## src/rtl/logic_reduce_accum_if.sv

```systemverilog
// Stream bundle for logic_reduce_accum: operand beats in, folded summary out.
interface logic_reduce_accum_if #(
  parameter int WIDTH = 8,
  parameter int CNT_W = 8
);
  logic [WIDTH-1:0] in_data;
  logic [1:0]       in_op;
  logic             in_last;
  logic             in_valid;
  logic             in_ready;
  logic [WIDTH-1:0] out_data;
  logic             out_bit;
  logic [CNT_W-1:0] out_count;
  logic             out_sat;
  logic             out_valid;
  logic             out_ready;

  // Stream source / result consumer side.
  modport master (
    output in_data, in_op, in_last, in_valid, out_ready,
    input  in_ready, out_data, out_bit, out_count, out_sat, out_valid
  );

  // Reducer side.
  modport slave (
    input  in_data, in_op, in_last, in_valid, out_ready,
    output in_ready, out_data, out_bit, out_count, out_sat, out_valid
  );
endinterface

```

## src/rtl/logic_reduce_accum.sv

```systemverilog
// Per-packet bitwise fold (AND/OR/XOR/NAND) with beat count and a registered
// result held until the consumer takes it.
module logic_reduce_accum #(
  parameter int WIDTH = 8,
  parameter int CNT_W = 8
) (
  input  logic                 clock,
  input  logic                 reset,
  logic_reduce_accum_if.slave  bus
);

  typedef enum logic [1:0] {
    IDLE  = 2'd0,
    ACCUM = 2'd1,
    HOLD  = 2'd2
  } state_t;

  localparam logic [1:0]       OP_AND  = 2'd0;
  localparam logic [1:0]       OP_OR   = 2'd1;
  localparam logic [1:0]       OP_XOR  = 2'd2;
  localparam logic [1:0]       OP_NAND = 2'd3;
  localparam logic [CNT_W-1:0] CNT_MAX = {CNT_W{1'b1}};
  localparam logic [CNT_W-1:0] CNT_ONE = CNT_W'(1);

  state_t           state_q, state_d;
  logic [WIDTH-1:0] acc_q, acc_d;
  logic [1:0]       op_q, op_d;
  logic [CNT_W-1:0] cnt_q, cnt_d;
  logic             sat_q, sat_d;
  logic             accept;

  // in_ready depends only on the state register, so no out_ready->in_ready path.
  assign accept = bus.in_valid && (state_q != HOLD);

  // State register.
  always_ff @(posedge clock) begin
    if (reset) begin
      state_q <= IDLE;
    end else begin
      state_q <= state_d;
    end
  end

  // Next-state: open on first beat, close on in_last, release on out_ready.
  always_comb begin
    state_d = state_q;
    case (state_q)
      IDLE, ACCUM: begin
        if (accept) begin
          state_d = bus.in_last ? HOLD : ACCUM;
        end
      end
      HOLD: begin
        if (bus.out_ready) begin
          state_d = IDLE;
        end
      end
      default: state_d = IDLE;
    endcase
  end

  // Datapath next-state: first beat loads directly, later beats fold.
  // NAND folds as AND; the inversion happens only at the output.
  always_comb begin
    acc_d = acc_q;
    op_d  = op_q;
    cnt_d = cnt_q;
    sat_d = sat_q;
    if (accept) begin
      if (state_q == IDLE) begin
        acc_d = bus.in_data;
        op_d  = bus.in_op;
        cnt_d = CNT_ONE;
        sat_d = 1'b0;
      end else begin
        case (op_q)
          OP_OR:   acc_d = acc_q | bus.in_data;
          OP_XOR:  acc_d = acc_q ^ bus.in_data;
          default: acc_d = acc_q & bus.in_data;
        endcase
        if (cnt_q == CNT_MAX) begin
          sat_d = 1'b1;
        end else begin
          cnt_d = cnt_q + CNT_ONE;
        end
      end
    end
  end

  // Datapath registers.
  always_ff @(posedge clock) begin
    if (reset) begin
      acc_q <= '0;
      op_q  <= OP_AND;
      cnt_q <= '0;
      sat_q <= 1'b0;
    end else begin
      acc_q <= acc_d;
      op_q  <= op_d;
      cnt_q <= cnt_d;
      sat_q <= sat_d;
    end
  end

  // Outputs decoded purely from registered state.
  always_comb begin
    bus.in_ready  = (state_q != HOLD);
    bus.out_valid = (state_q == HOLD);
    bus.out_count = cnt_q;
    bus.out_sat   = sat_q;
    bus.out_data  = acc_q;
    bus.out_bit   = &acc_q;
    case (op_q)
      OP_AND: begin
        bus.out_data = acc_q;
        bus.out_bit  = &acc_q;
      end
      OP_OR: begin
        bus.out_data = acc_q;
        bus.out_bit  = |acc_q;
      end
      OP_XOR: begin
        bus.out_data = acc_q;
        bus.out_bit  = ^acc_q;
      end
      OP_NAND: begin
        bus.out_data = ~acc_q;
        bus.out_bit  = ~(&acc_q);
      end
      default: begin
        bus.out_data = acc_q;
        bus.out_bit  = &acc_q;
      end
    endcase
  end

endmodule

```

## src/flat_wrapper.sv

```systemverilog
// flat-port wrapper written by rule: the top's interface ports become plain ports
module logic_reduce_accum_flat 
#(
  parameter int WIDTH = 8,
  parameter int CNT_W = 8
)
  (clock, reset, bus_in_data, bus_in_op, bus_in_last, bus_in_valid, bus_out_ready, bus_in_ready, bus_out_data, bus_out_bit, bus_out_count, bus_out_sat, bus_out_valid);
  logic_reduce_accum_if #(.WIDTH(WIDTH), .CNT_W(CNT_W)) bus_i ();
  input  logic clock;
  input  logic reset;
  input wire logic [$bits(bus_i.in_data)-1:0] bus_in_data;
  input wire logic [$bits(bus_i.in_op)-1:0] bus_in_op;
  input wire logic [$bits(bus_i.in_last)-1:0] bus_in_last;
  input wire logic [$bits(bus_i.in_valid)-1:0] bus_in_valid;
  input wire logic [$bits(bus_i.out_ready)-1:0] bus_out_ready;
  output wire logic [$bits(bus_i.in_ready)-1:0] bus_in_ready;
  output wire logic [$bits(bus_i.out_data)-1:0] bus_out_data;
  output wire logic [$bits(bus_i.out_bit)-1:0] bus_out_bit;
  output wire logic [$bits(bus_i.out_count)-1:0] bus_out_count;
  output wire logic [$bits(bus_i.out_sat)-1:0] bus_out_sat;
  output wire logic [$bits(bus_i.out_valid)-1:0] bus_out_valid;
  assign bus_i.in_data = bus_in_data;
  assign bus_i.in_op = bus_in_op;
  assign bus_i.in_last = bus_in_last;
  assign bus_i.in_valid = bus_in_valid;
  assign bus_i.out_ready = bus_out_ready;
  assign bus_in_ready = bus_i.in_ready;
  assign bus_out_data = bus_i.out_data;
  assign bus_out_bit = bus_i.out_bit;
  assign bus_out_count = bus_i.out_count;
  assign bus_out_sat = bus_i.out_sat;
  assign bus_out_valid = bus_i.out_valid;
  logic_reduce_accum #(.WIDTH(WIDTH), .CNT_W(CNT_W)) u_core (.clock(clock), .reset(reset), .bus(bus_i));
endmodule
```

## config.mk

```make
export PLATFORM = sky130hd
export DESIGN_NAME = logic_reduce_accum_flat
export DESIGN_NICKNAME = d
export VERILOG_FILES = /design/src/rtl/logic_reduce_accum_if.sv /design/src/rtl/logic_reduce_accum.sv /design/src/flat_wrapper.sv
export SDC_FILE = /design/constraint.sdc
export NUM_CORES = 1
export LEC_CHECK = 0
export CORE_MARGIN = 8
export CORE_UTILIZATION = 35
export DETAILED_ROUTE_END_ITERATION = 8
export RECOVER_POWER = 50
export SYNTH_ARGS = -nofsm -noshare
export SYNTH_HDL_FRONTEND = slang
export SYNTH_SLANG_ARGS = --single-unit
```

## constraint.sdc

```tcl
create_clock -name clock -period 2 [get_ports clock]
set_clock_uncertainty 0.15 [all_clocks]
set_input_delay 0.3 -clock clock [delete_from_list [all_inputs] [get_ports clock]]
set_output_delay 0.3 -clock clock [all_outputs]
set_load 0.05 [all_outputs]
```

==> flow_summary_export.csv <==
group,metric,value,unit
setup_path,start_kind,"flip-flop",
detailed_routing,viasPerCell,4.95,
synth,ys_seq_area_share,24.0,%
power_and_ir_drop,power_per_cell_area,520,nW/um^2
detailed_routing,drcViolationCount,0,
sta,setup_violations,1,
final_layout,multi_input_area,1380,sq um
synth,ys_types,37,
clock_tree,clock_path_buffers,2,
setup_path,crit_fanout,3,
synth,postSynthCellCount,217,
synth,synth_mux_area_share,0.572,%
die,dieWidth,86.7,microns
synth,synthArstFlopShare,0,%
final_layout,seq_area,435,sq um
synth,yosysWarnings,0,
sta,fin_crit,2.18,ns
final_layout,diodes,0,
status,failed_checks,"negative setup slack",
setup_path,path_cells,"buf_4 > ha_1 > nand4_1 > a221o_1 > a21oi_2 > a21oi_2 > buf_12",
power_and_ir_drop,seqPwrFrac,32.6,%
power_and_ir_drop,total_power,1.44,mW
sta,final.setup.worst_slack,-0.179,ns
die,core-area,4790,sq um
detailed_routing,routedWlPerCell,14.4,microns
power_and_ir_drop,p_int,0.926,mW
die,start_util,36.5,%
sta,fin_crit_sh,109,%
clock_tree,cts-root-buf,"clkbuf_8",
global_routing,globalRouteOverflowTotal,0,
final_layout,area_delta_synth_final,58.5,%
detailed_routing,first_iter_violations,121,
global_routing,grt_usage,13.8,%
global_routing,grt_pass1_wl,8390,microns
sta,rsz0062_at_grt,"yes",
sta,hold_viol_final,0,
synth,synth-main-ff-cell,"dfxtp_1",
status,outcome,"complete, but fails checks",
min_path,min_path_cells,2,
setup_path,crit_path_max_incr_delay,0.38,ns
placed_design,gp_congestion,0.813,
synth,syn-mean-instance-area,8.06,sq um
setup_path,worstSetupEndpointType,"primary output",
synth,synthXorXnorAreaFrac,5.51,%
sta,drv_slew,0,
min_path,hp-start,"u_core.op_q[1]",
power_and_ir_drop,leakage,1.16,nW
power_and_ir_drop,switchingPower,0.515,mW
synth,syn_nets,261,
setup_path,worst_path_most_repeated_cell,"a21oi_2",
setup_path,cp_slowest_cell,"a221o_1",
synth,ys_seq_elements,21,
final_layout,mostFrequentLayoutCells,"buf_4 (37), nor2_1 (24), ha_1 (22)",
detailed_routing,firstDrtPassIters,4,
synth,synth-compound-area-share,21.8,%
setup_path,rr_worst_depth,7,
placed_design,port_buffers,34,
die,fp.dieArea,7520,sq um
final_layout,layout_commonest_cell,"buf_4",
synth,synth_top_family_by_area,"compound AO/OA/AOI/OAI gates",
synth,synth_edf_count,0,
clock_tree,h-tree-depth,1,
clock_tree,hold_buffers,0,
detailed_routing,num_vias,1756,
min_path,hold_end,"u_core.op_q[1]",
power_and_ir_drop,combPwrFrac,47.5,%
synth,synth-simple-area-share,19.1,%
clock_tree,clk_latency,0.26,ns
placed_design,dp.final_hpwl,3710,microns
sta,whs,0.344,ns
setup_path,arrival,1.73,ns
sta,relSlewSlack,59.2,%
sta,worst_slew_pin_slew,0.614,ns
global_routing,grt_pass1_vias,1741,
run,drv_cap,0,
setup_path,reg2reg_slack,0.13,ns
power_and_ir_drop,vdd_ir_drop_max,0.307,mV
setup_path,worstSetupPathType,"flip-flop to primary output",
power_and_ir_drop,p_sw_share,35.7,%
clock_tree,cts.clk_slew.worst_paths,0.08,ns
setup_path,cp_data_required_time,1.55,ns
die,num_rows,25,
global_routing,antenna_found_initial,0,
detailed_routing,wirelength,5100,microns
detailed_routing,ant_nets,0,
setup_path,reg2reg_from,"u_core.op_q[0]",
synth,synth_area,1750,sq um
die,io_pins,35,
final_layout,n_fill_cell,431,
die,die_y,86.7,microns
power_and_ir_drop,pwr-share-clk,19.9,%
synth,synth_fa_ha_area_share,20.7,%
global_routing,grt_max_degree,20,
clock_tree,cts_tree,"yes",
clock_tree,clock_sinks,21,
min_path,worstHoldPathType,"flip-flop to flip-flop",
final_layout,drive_above_1_share,33.7,%
sta,fmax,0.459,GHz
setup_path,r2r-end,"u_core.acc_q[4]",
clock_tree,cts-buffers-inserted,3,
final_layout,layout.nets,333,
setup_path,crit_start,"u_core.acc_q[7]",
## cell usage after synthesis (all sizes together) (2+ instances only)
cell	number	share of area [%]
xnor2	2	1.0
o221ai	2	1.0
nand2	15	3.2
dfxtp	21	24
or4	2	0.86
nor2	25	5.8
nand2b	9	3.2
xor2	9	4.5
buf	5	2.1
o21ai	2	0.57
a211oi	9	3.9
nand4	4	1.4
clkbuf	6	1.4
nand3	8	2.3
ha	29	21
a31oi	3	1.1
a311oi	8	4.0
a21oi	20	5.7
inv	22	4.7
o31ai	2	0.86
## worst max-delay path, delay by kind of cell (launching register included)
| family | cells | cell delay, ns |
|---|---|---|
| AO/OA/AOI/OAI | 3 | 0.58 |
| adder cells (fa/ha/maj) | 1 | 0.15 |
| buffers and inverters | 2 | 0.27 |
| flip-flops | 1 | 0.36 |
| AND/OR/NAND/NOR | 1 | 0.11 |
## layer usage
metal / global-route usage [%] / vias up / share of wire (%)
li1: - / 899 / -
met1: 18.2 / 824 / 47
met2: 22.6 / 29 / 49
met3: 2.74 / 4 / 2.9
met4: 2.50 / 0 / 0.82
met5: 0 / - / 0
## registers in the layout, indices dropped and copies added (netlist names)
signal / flops
u_core.acc_q: 8
u_core.bus.out_count: 8
u_core.op_q: 2
u_core.state_q: 2
u_core.bus.out_sat: 1
## cells by family after synthesis
| kind of cell | after synthesis |
|---|---|
| xor+xnor | 11 |
| flops | 21 |
| fa+ha+maj | 29 |
| mux | 1 |
| simple gates | 68 |
| compound gates | 54 |
| buf+inv | 33 |
## what timing repair did
item	CTS	global route
setup buffers	10	3
gates cloned	0	0
resized for setup	31	15
endpoints found under the setup margin	1	10
pin swaps	10	5
endpoints found under the hold margin	0	0
## power groups by stage
stage               sequential, mW  clock (mW)  combinational, mW
floorplan                    0.482           0              0.300
global route                 0.473       0.312              0.738
CTS                          0.468       0.299              0.630
finish                       0.470       0.287              0.684
detailed placement           0.472           0              0.564
global placement             0.471           0              0.556
## worst max path at each step
stage | to | slack, ns | cells after the start
final | bus_out_bit | -0.18 | 7
after global routing | bus_out_bit | -0.25 | 7
after global placement | bus_out_bit | 0.06 | 7
after CTS | bus_out_bit | -0.14 | 7
after floorplan | bus_out_data[0] | -0.11 | 3
after detailed placement | u_core.acc_q[4] | 0.03 | 7
## cell type report
type,count,area share (%)
Inverter,22,2.98
Tap cell,67,3.02
Multi-Input combinational cell,163,49.6
Timing Repair Buffer,78,27.1
Clock buffer,4,1.62
Sequential cell,21,15.7
## stage by stage
step                      setup TNS, ns  util [%]  std cells  instance area, sq um  setup WS (ns)
final                            -0.179      57.9        355                  2770         -0.179
after detailed placement              0      51.2        338                  2450         0.0341
after global placement                0      51.2        338                  2450         0.0595
after floorplan                  -0.960         -        217                  1750         -0.113
after global routing             -0.250      57.9        355                  2770         -0.250
after CTS                        -0.140      56.1        352                  2690         -0.140
(Power assumes the default switching activity.)
